<file path="src/rtl/game_pkg.sv">
// Shared types, result encodings and widths for the number-guessing game controller.
package game_pkg;

    typedef enum logic [2:0] {
        IDLE,
        LOAD,
        PLAY,
        ROUND_END,
        DONE
    } state_t;

    localparam int ROUND_W = 2;
    localparam int TIMER_W = 7;
    localparam int GUESS_W = 3;

    localparam logic [1:0] RESULT_NONE = 2'd0;
    localparam logic [1:0] RESULT_WIN  = 2'd1;
    localparam logic [1:0] RESULT_LOSE = 2'd2;

    function automatic logic [GUESS_W-1:0] satInc(input logic [GUESS_W-1:0] value,
                                                  input logic [GUESS_W-1:0] limit);
        return (value >= limit) ? limit : value + GUESS_W'(1);
    endfunction

endpackage

</file>
<file path="src/rtl/sec_prescaler.sv">
// Divides clk down to a one-cycle tick every TICKS_PER_SEC enabled cycles.
module sec_prescaler #(
    parameter int unsigned TICKS_PER_SEC = 50_000_000
) (
    input  logic clk_i,
    input  logic restart_i,
    input  logic clear_i,
    input  logic enable_i,
    output logic tick_o
);

    localparam int unsigned CNT_W = $clog2(TICKS_PER_SEC);
    localparam logic [CNT_W-1:0] LAST = CNT_W'(TICKS_PER_SEC - 1);

    logic [CNT_W-1:0] count_q;
    logic [CNT_W-1:0] count_d;

    // The count holds while disabled so a round can only restart it through clear.
    always_comb begin
        count_d = count_q;
        if (clear_i) begin
            count_d = '0;
        end else if (enable_i) begin
            count_d = (count_q == LAST) ? '0 : count_q + CNT_W'(1);
        end
    end

    always_ff @(posedge clk_i) begin
        if (restart_i) begin
            count_q <= '0;
        end else begin
            count_q <= count_d;
        end
    end

    assign tick_o = enable_i && (count_q == LAST);

endmodule

</file>
<file path="src/rtl/round_sequencer.sv">
// Game sequencer: round/timer/guess bookkeeping, confirm edge detection and result reporting.
module round_sequencer
    import game_pkg::*;
#(
    parameter int unsigned TICKS_PER_SEC = 50_000_000,
    parameter int unsigned ROUND_SECONDS = 30,
    parameter int unsigned NUM_ROUNDS    = 3,
    parameter int unsigned MAX_GUESSES   = 5
) (
    input  logic               clk_i,
    input  logic               restart_i,
    input  logic               start_i,
    input  logic               confirmButton_i,
    input  logic               guess_correct_i,
    output logic [ROUND_W-1:0] round_o,
    output logic [TIMER_W-1:0] timer_o,
    output logic [GUESS_W-1:0] incorrect_guesses_o,
    output logic [GUESS_W-1:0] guesses_left_o,
    output logic               load_secret_o,
    output logic               round_active_o,
    output logic               round_done_o,
    output logic [1:0]         WINorLOSE_o
);

    localparam logic [TIMER_W-1:0] TIMER_LOAD  = TIMER_W'(ROUND_SECONDS);
    localparam logic [ROUND_W-1:0] LAST_ROUND  = ROUND_W'(NUM_ROUNDS);
    localparam logic [GUESS_W-1:0] GUESS_LIMIT = GUESS_W'(MAX_GUESSES);

    state_t             state_q;
    logic [ROUND_W-1:0] round_q;
    logic [TIMER_W-1:0] timer_q;
    logic [GUESS_W-1:0] incorrect_q;
    logic               loadSecret_q;
    logic               roundActive_q;
    logic               roundDone_q;
    logic [1:0]         result_q;
    logic               roundWon_q;
    logic               confirm_q;

    logic               tick;
    logic               prescClear;
    logic               prescEnable;
    logic               confirmEdge;
    logic               rightGuess;
    logic               wrongGuess;
    logic               timeout;
    logic [TIMER_W-1:0] timer_d;
    logic [GUESS_W-1:0] incorrect_d;

    assign prescClear  = (state_q == LOAD);
    assign prescEnable = (state_q == PLAY);

    sec_prescaler #(
        .TICKS_PER_SEC(TICKS_PER_SEC)
    ) u_prescaler (
        .clk_i    (clk_i),
        .restart_i(restart_i),
        .clear_i  (prescClear),
        .enable_i (prescEnable),
        .tick_o   (tick)
    );

    always_comb begin
        confirmEdge = confirmButton_i & ~confirm_q;
        rightGuess  = confirmEdge & guess_correct_i;
        wrongGuess  = confirmEdge & ~guess_correct_i;
        timeout     = tick && (timer_q == TIMER_W'(1));
        timer_d     = timer_q;
        if (tick) begin
            timer_d = (timer_q == '0) ? '0 : timer_q - TIMER_W'(1);
        end
        incorrect_d = wrongGuess ? satInc(incorrect_q, GUESS_LIMIT) : incorrect_q;
    end

    // Outputs are set on the edge entering the state they belong to, so they stay registered.
    always_ff @(posedge clk_i) begin
        if (restart_i) begin
            state_q       <= IDLE;
            round_q       <= '0;
            timer_q       <= '0;
            incorrect_q   <= '0;
            loadSecret_q  <= 1'b0;
            roundActive_q <= 1'b0;
            roundDone_q   <= 1'b0;
            result_q      <= RESULT_NONE;
            roundWon_q    <= 1'b0;
            confirm_q     <= 1'b0;
        end else begin
            confirm_q    <= confirmButton_i;
            loadSecret_q <= 1'b0;
            roundDone_q  <= 1'b0;
            case (state_q)
                IDLE, DONE: begin
                    if (start_i) begin
                        state_q      <= LOAD;
                        round_q      <= ROUND_W'(1);
                        result_q     <= RESULT_NONE;
                        loadSecret_q <= 1'b1;
                    end
                end
                LOAD: begin
                    timer_q       <= TIMER_LOAD;
                    incorrect_q   <= '0;
                    roundActive_q <= 1'b1;
                    state_q       <= PLAY;
                end
                PLAY: begin
                    timer_q     <= timer_d;
                    incorrect_q <= incorrect_d;
                    // A correct guess wins even when the timer expires on the same edge.
                    if (rightGuess) begin
                        roundWon_q    <= 1'b1;
                        roundActive_q <= 1'b0;
                        roundDone_q   <= 1'b1;
                        state_q       <= ROUND_END;
                    end else if ((incorrect_d == GUESS_LIMIT) || timeout) begin
                        roundWon_q    <= 1'b0;
                        roundActive_q <= 1'b0;
                        roundDone_q   <= 1'b1;
                        state_q       <= ROUND_END;
                    end
                end
                ROUND_END: begin
                    if (roundWon_q && (round_q < LAST_ROUND)) begin
                        round_q      <= round_q + ROUND_W'(1);
                        loadSecret_q <= 1'b1;
                        state_q      <= LOAD;
                    end else begin
                        result_q <= roundWon_q ? RESULT_WIN : RESULT_LOSE;
                        state_q  <= DONE;
                    end
                end
                default: begin
                    state_q <= IDLE;
                end
            endcase
        end
    end

    assign round_o             = round_q;
    assign timer_o             = timer_q;
    assign incorrect_guesses_o = incorrect_q;
    assign guesses_left_o      = GUESS_LIMIT - incorrect_q;
    assign load_secret_o       = loadSecret_q;
    assign round_active_o      = roundActive_q;
    assign round_done_o        = roundDone_q;
    assign WINorLOSE_o         = result_q;

endmodule

</file>
<file path="config.mk">
export PLATFORM = sky130hd
export DESIGN_NAME = round_sequencer
export DESIGN_NICKNAME = d
export VERILOG_FILES = /design/src/rtl/game_pkg.sv /design/src/rtl/sec_prescaler.sv /design/src/rtl/round_sequencer.sv
export SDC_FILE = /design/constraint.sdc
export NUM_CORES = 1
export LEC_CHECK = 0
export BUFFER_PORTS_ARGS = -buffer_cell sky130_fd_sc_hd__buf_2
export CAP_MARGIN = 30
export CELL_PAD_IN_SITES_DETAIL_PLACEMENT = 1
export CELL_PAD_IN_SITES_GLOBAL_PLACEMENT = 2
export CORE_MARGIN = 4
export CORE_UTILIZATION = 39
export DETAILED_ROUTE_END_ITERATION = 16
export PLACE_DENSITY = 0.95
export SYNTH_ARGS = -nofsm -noshare
export SYNTH_HDL_FRONTEND = slang
export SYNTH_HIERARCHICAL = 1
export SYNTH_SLANG_ARGS = --single-unit
</file>
<file path="constraint.sdc">
create_clock -name clk_i -period 5.6 [get_ports clk_i]
set_clock_uncertainty 0.1 [all_clocks]
set_input_delay 0 -clock clk_i [delete_from_list [all_inputs] [get_ports clk_i]]
set_output_delay 0 -clock clk_i [all_outputs]
set_load 0.02 [all_outputs]
</file>
==> results of run 1 <==
## cells by family (layout without fill, tap and decap cells)
group           after synthesis  in the layout  share of synthesized area
compound gates               67             67                     0.1700
xor+xnor                     13             13                    0.04394
fa+ha+maj                     8              8                    0.03863
buf+inv                      22             46                    0.03959
flops                        48             48                     0.3708
mux                           5              5                    0.01932
simple gates                138            138                     0.3177
## final cells by class
cell class,count,share of cell area
multi-input combinational,231,0.5240
sequential,48,0.3296
timing repair buffer,30,0.06094
tap,77,0.03305
clock buffer,6,0.02833
clock inverter,2,0.01330
inverter,8,0.01073
## state kept, by name, summed over array words and instances, names as in the netlist
| register | flops |
|---|---|
| timer_o | 7 |
| state_q | 3 |
| roundWon_q | 1 |
| load_secret_o | 1 |
| round_active_o | 1 |
| u_prescaler/count_q | 26 |
| confirm_q | 1 |
| round_done_o | 1 |
| incorrect_guesses_o | 3 |
| round_o | 2 |
| WINorLOSE_o | 2 |
## what timing repair did
item,4_1_cts,5_1_grt
hold buffers,5,0
hold endpoints to repair,8,0
buffers inserted,0,0
## path summary, 6_finish.rpt
kind / to / cells past startpoint / start
max reg2reg: timer_o[3] / 8 / state_q[1]
max: timer_o[3] / 8 / state_q[1]
min reg2reg: u_prescaler/count_q[22] / 2 / u_prescaler/count_q[22]
min: u_prescaler/count_q[22] / 2 / u_prescaler/count_q[22]
## per-layer routing
metal / track usage / share of wire / vias up
met3: 0.03041 / 0.024 / 5
met5: 0 / 0 / -
li1: - / - / 1167
met2: 0.2960 / 0.48 / 20
met1: 0.2398 / 0.49 / 1157
met4: 0.03789 / 0.0082 / 0
## cell usage after synthesis, types with 2 or more instances
| cell | n |
|---|---|
| and4_1 | 3 |
| nor2b_1 | 3 |
| inv_1 | 7 |
| nor3_1 | 9 |
| o31ai_1 | 6 |
| nand2b_1 | 2 |
| ha_1 | 8 |
| nor3b_2 | 3 |
| a311oi_1 | 2 |
| a31oi_1 | 4 |
| mux2i_1 | 5 |
| nand3_1 | 7 |
| nand4_1 | 14 |
| xnor2_1 | 4 |
| a211oi_1 | 3 |
| a21oi_1 | 28 |
| buf_4 | 3 |
| o21ai_1 | 2 |
| nor4_1 | 4 |
| nand2_1 | 20 |
| or3_2 | 2 |
| nand3b_1 | 3 |
| dfxtp_1 | 48 |
| nor2_1 | 35 |
| o21ai_0 | 9 |
| or3_1 | 6 |
| and2_1 | 2 |
| xor2_1 | 9 |
| or4_1 | 9 |
| and3_1 | 2 |
| buf_2 | 5 |
| clkbuf_1 | 4 |
| or3b_4 | 2 |
## worst max-delay path: stages, from the launching register on
cell	delay (ns)
dfxtp_1	0.50
nor3b_2	0.91
and4_2	0.50
nand4_1	0.11
nor3_1	0.30
nand4bb_1	0.31
nor4_2	0.25
mux2i_1	0.23
a21oi_1	0.10
## power breakdown
| part | switching (W) | leakage (nW) | internal (W) |
|---|---|---|---|
| Combinational | 0.0000769 | 0.606 | 0.0000453 |
| Clock | 0.000123 | 0.0614 | 0.000146 |
| Sequential | 0.0000227 | 0.389 | 0.000356 |
## per-stage QoR
stage | std cells | utilization | setup slack (ns)
final | 402 | 0.4565 | 2.153
after global routing | 402 | 0.4565 | 1.816
after CTS | 402 | 0.4565 | 2.159
after detailed placement | 389 | 0.4297 | 2.242
after global placement | 389 | 0.4297 | 2.344
after floorplan | 301 | - | 2.891
## cells in the final DEF (no fill, tap or decap), types with 4 or more instances in the layout
| cell | count |
|---|---|
| a21oi_1 | 28 |
| a31oi_1 | 4 |
| buf_2 | 24 |
| clkbuf_8 | 6 |
| dfxtp_1 | 48 |
| dlygate4sd3_1 | 5 |
| ha_1 | 8 |
| inv_1 | 7 |
| mux2i_1 | 5 |
| nand2_1 | 20 |
| nand3_1 | 7 |
| nand4_1 | 14 |
| nor2_1 | 35 |
| nor3_1 | 9 |
| nor4_1 | 4 |
| o21ai_0 | 9 |
| o31ai_1 | 6 |
| or3_1 | 6 |
| or4_1 | 9 |
| xnor2_1 | 4 |
| xor2_1 | 9 |
==> impl_results.md, run 1 <==
- CTS Buf Count: 5
- Drt first pass iters: 4
- Register area: 960.9 sq um
- FMAX: 0.2901 GHz
- DR vias/cell: 5.843
- Total routed wirelength: 6704 microns
- Nets: 337
- Worst Hold Class: register to register
- CTS root buf: clkbuf_8
- Diode count: 0
- Final Cell Area: 0.002915 sq mm
- Layout cells sized above 1: 0.1569
- Multi-input logic area: 0.001528 sq mm
- Vias in the first global route: 2395
- Overall power: 0.0007708 W
- Clk sinks: 48
- Width of the chip: 89.51 microns
- Leading area contributor after synthesis: dfxtp_1
- CTS tree: built
- Power Density: 264.4 mW/mm^2
- Post-synth EDFFs: 0
- First-pass GRT wire length: 11340 microns
- Layout filler cell count: 776
- Mapped Cells: 301
- Syn_nets: 314
- Synth Register Bits: 48
- RSZ-0062 raised after global routing: false
- Reg clk slew, reported paths: 0.10 ns
- Crit Path Max Fanout: 17
- Tmin final: 3.447 ns
- Syn Area/Cell: 8.609 sq um
- VDD IR max: 0.1771 mV
- Ports: 25
- Vias: 2349
- Deepest clock path buffer count: 2
- Actual slew at the worst max-slew pin: 1.055 ns
- Routed length per placed instance: 16.68 microns
- Routability cong.: 0.7507
- Arrival time of the worst setup path: 3.52 ns
- Post-synth top flop: dfxtp_1
- Cell variety after synth: 61
- CTS H-Tree Depth: 2
- Cell leakage power: 1.056 nW
- I/O Buffers: 24
- Area of the core: 0.006386 sq mm
- Hold Slack: 0.3991 ns
- Largest net degree at the start of global routing: 26
- Post-route setup TNS: 0 ns
- DIE AREA: 0.008012 sq mm
- Initial antenna violation count: 0
- Final hold vios: 0
- Final Setup Violations: 0
- Initial Utilization: 0.4058
- CP Class: register to register
- Largest cells by area after synthesis: dfxtp_1 (37%), a21oi_1 (5.4%), nor2_1 (5.1%)
- Final critical-path share of the clock period: 0.6155
- Worst rel slew slack: 0.2933
- CTS resizes: 0
- Synth async-reset ratio: 0
- Die Y: 89.51 microns
- Max Slew Vio Count: 0
- Post-synthesis sequential area ratio: 0.3708
- Setup crit end kind: register
- Max cap viols: 0
- Insertion delay to the later sink of the worst-skew pair: 0.31 ns
- Share of the synthesized area in the top cell type: 0.3708
- Antenna viol nets, final: 0
- # DRC: 0
- Area delta synth->final: 12.51%
- Area after DPL: 0.002744 sq mm
- Gr usage total: 0.1772
- Synth warn: 6
- Worst setup SP type: register
- Overflow left after global routing: 0
- DR iter-0 viols: 89
- Hpwl dp: 4766 microns
- Core Rows: 29
- Status: finished, final reports clean
- Post-synthesis cell area: 0.002591 sq mm
- R2R Setup Slk: 2.15 ns
- Worst Path Required: 5.68 ns
(Power assumes the default switching activity.)
==> run 2, diff against run 1 <==
CORE_UTILIZATION = 36   (was 39)
PLACE_DENSITY = 0.89   (was 0.95)
clock period = 3.6 ns   (was 5.6 ns; I/O delays follow)
==> impl_results.md, run 2 (synthesized netlist as in run 1, its figures left out) <==
- CTS resizes: 0 (unchanged)
- Multi-input logic area: 0.001528 sq mm (unchanged)
- Insertion delay to the later sink of the worst-skew pair: 0.30 ns (about the same)
- Drt first pass iters: 4 (unchanged)
- Width of the chip: 92.84 microns (+3.7%)
- CTS Buf Count: 5 (unchanged)
- Actual slew at the worst max-slew pin: 0.5524 ns (-0.5030 ns)
- Core Rows: 30 (+3.4%)
- Commonest non-fill, non-tap cell in the layout: dfxtp_1
- Overflow left after global routing: 0 (unchanged)
- RSZ-0062 raised after global routing: false
- Routed length per placed instance: 15.48 microns (-7.2%)
- Layout cells sized above 1: 0.1548 (-0.002124)
- Ports: 25 (unchanged)
- Largest net degree at the start of global routing: 23 (-12%)
- Initial antenna violation count: 0 (unchanged)
- Initial Utilization: 0.3752 (-0.03058)
- Reg with most FFs: u_prescaler/count_q
- Worst rel slew slack: 0.6289 (+0.3357)
- Max FFs per register: 26 (unchanged)
- Status: finished, final reports clean
- Arrival time of the worst setup path: 2.81 ns (-0.71 ns)
- Register area: 960.9 sq um (unchanged)
- Gr usage total: 0.1581 (-0.01913)
- Total routed wirelength: 6485 microns (-3.3%)
- Area delta synth->final: 11.25%
- Clk sinks: 48 (unchanged)
- Area of the core: 0.006907 sq mm (+8.2%)
- Crit Path Max Fanout: 9 (-8)
- Reg clk slew, reported paths: 0.09 ns (about the same)
- Max cap viols: 0 (unchanged)
- Post-route setup TNS: 0 ns (unchanged)
- Top delay family on crit path: simple AND/OR/NAND/NOR gates
- Final setup margin: 0.8691 ns (-1.284 ns)
- Post-CTS Setup Bufs: 0 (unchanged)
- DR iter-0 viols: 93 (+4.5%)
- DIE AREA: 0.008619 sq mm (+7.6%)
- Place WS: 0.8736 ns (-1.369 ns)
- CTS H-Tree Depth: 2 (unchanged)
- I/O Buffers: 24 (unchanged)
- Deepest clock path buffer count: 2 (unchanged)
- # DRC: 0 (unchanged)
- Layout filler cell count: 847 (+9.1%)
- Worst setup SP type: register
- Final hold vios: 0 (unchanged)
- CP Cell Sequence: nor3b_2 -> and4_2 -> nand4_1 -> nor3_1 -> nand4bb_1 -> nor4_2 -> mux2i_1 -> a21oi_1
- Worst Hold Class: input pin to register
- Antenna viol nets, final: 0 (unchanged)
- Vias: 2337 (-0.51%)
- CTS root buf: clkbuf_8
- DR vias/cell: 5.578 (-4.5%)
- Vias in the first global route: 2308 (-3.6%)
- Final critical-path share of the clock period: 0.7586 (+0.1431)
- Final core utilization: 0.4174 (-0.03911)
- CTS tree: built
- Worst Path Required: 3.68 ns (-2.00 ns)
- Critical path buffers and inverters: 0 (unchanged)
- Commonest cells after routing, fill and taps aside: dfxtp_1 (48), nor2_1 (35), a21oi_1 (28)
- Final Setup Violations: 0 (unchanged)
- Power Density: 376.9 mW/mm^2 (+43%)
- Cell leakage power: 1.030 nW (-2.5%)
- FMAX: 0.3662 GHz (+26%)
- Setup crit end kind: register
- Crit path largest cell delay: 0.50 ns (-0.41 ns)
- First-pass GRT wire length: 11240 microns (-0.91%)
- VDD IR max: 0.1830 mV (+3.3%)
- CP Class: register to register
- Die Y: 92.84 microns (+3.7%)
- Hpwl dp: 4735 microns (-0.66%)
- Tmin final: 2.731 ns (-0.7159 ns)
- Max Slew Vio Count: 0 (unchanged)
- Diode count: 0 (unchanged)
- Nets: 336 (-0.30%)
- Routability cong.: 0.8455 (+13%)
- Critical-path top delay cell: dfxtp_1
run 2: per-layer routing:
| metal | GRT usage | up-vias | share of wire |
|---|---|---|---|
| met5 | 0 | - | 0 |
| met4 | 0.04029 | 0 | 0.0093 |
| met3 | 0.02924 | 5 | 0.020 |
| met2 | 0.2555 | 19 | 0.47 |
| met1 | 0.2163 | 1151 | 0.50 |
| li1 | - | 1162 | - |
run 2: final timing paths:
| check | depth (start not counted) | endpoint | slack [ns] | from |
|---|---|---|---|---|
| max | 8 | timer_o[3] | 0.87 | state_q[1] |
| min reg2reg | 2 | u_prescaler/count_q[22] | 0.39 | u_prescaler/count_q[22] |
| min | 2 | round_o[1] | 0.02 | restart_i |
| max reg2reg | 8 | timer_o[3] | 0.87 | state_q[1] |
run 2: cell type report:
cell class | instances | area share
Clock buffer | 6 | 0.02517
Tap cell | 96 | 0.04167
Sequential cell | 48 | 0.3333
Multi-Input combinational cell | 231 | 0.5300
Clock inverter | 1 | 0.001736
Inverter | 8 | 0.01085
Timing Repair Buffer | 29 | 0.05729
run 2: stage by stage:
step	std cells	power (W)	area, sq um	hold slack, ns
after floorplan	301	0.0007351	2591	-0.02321
after global placement	409	0.0007823	2775	0.1438
after detailed placement	409	0.0007881	2775	0.1673
after CTS	419	0.001105	2883	0.004924
after global routing	419	0.001152	2883	0.02050
final	419	0.001086	2883	0.01608
run 2: power breakdown:
part / internal [W] / leakage [nW] / switching (W) / total, W
Sequential: 0.000554 / 0.389 / 0.0000364 / 0.000591
Clock: 0.000133 / 0.0410 / 0.000174 / 0.000307
Combinational: 0.0000712 / 0.600 / 0.000118 / 0.000189
run 2: timing repair:
item / CTS / global route
hold buffers: 3 / 0
setup endpoints to repair: 0 / 0
hold endpoints to repair: 4 / 0
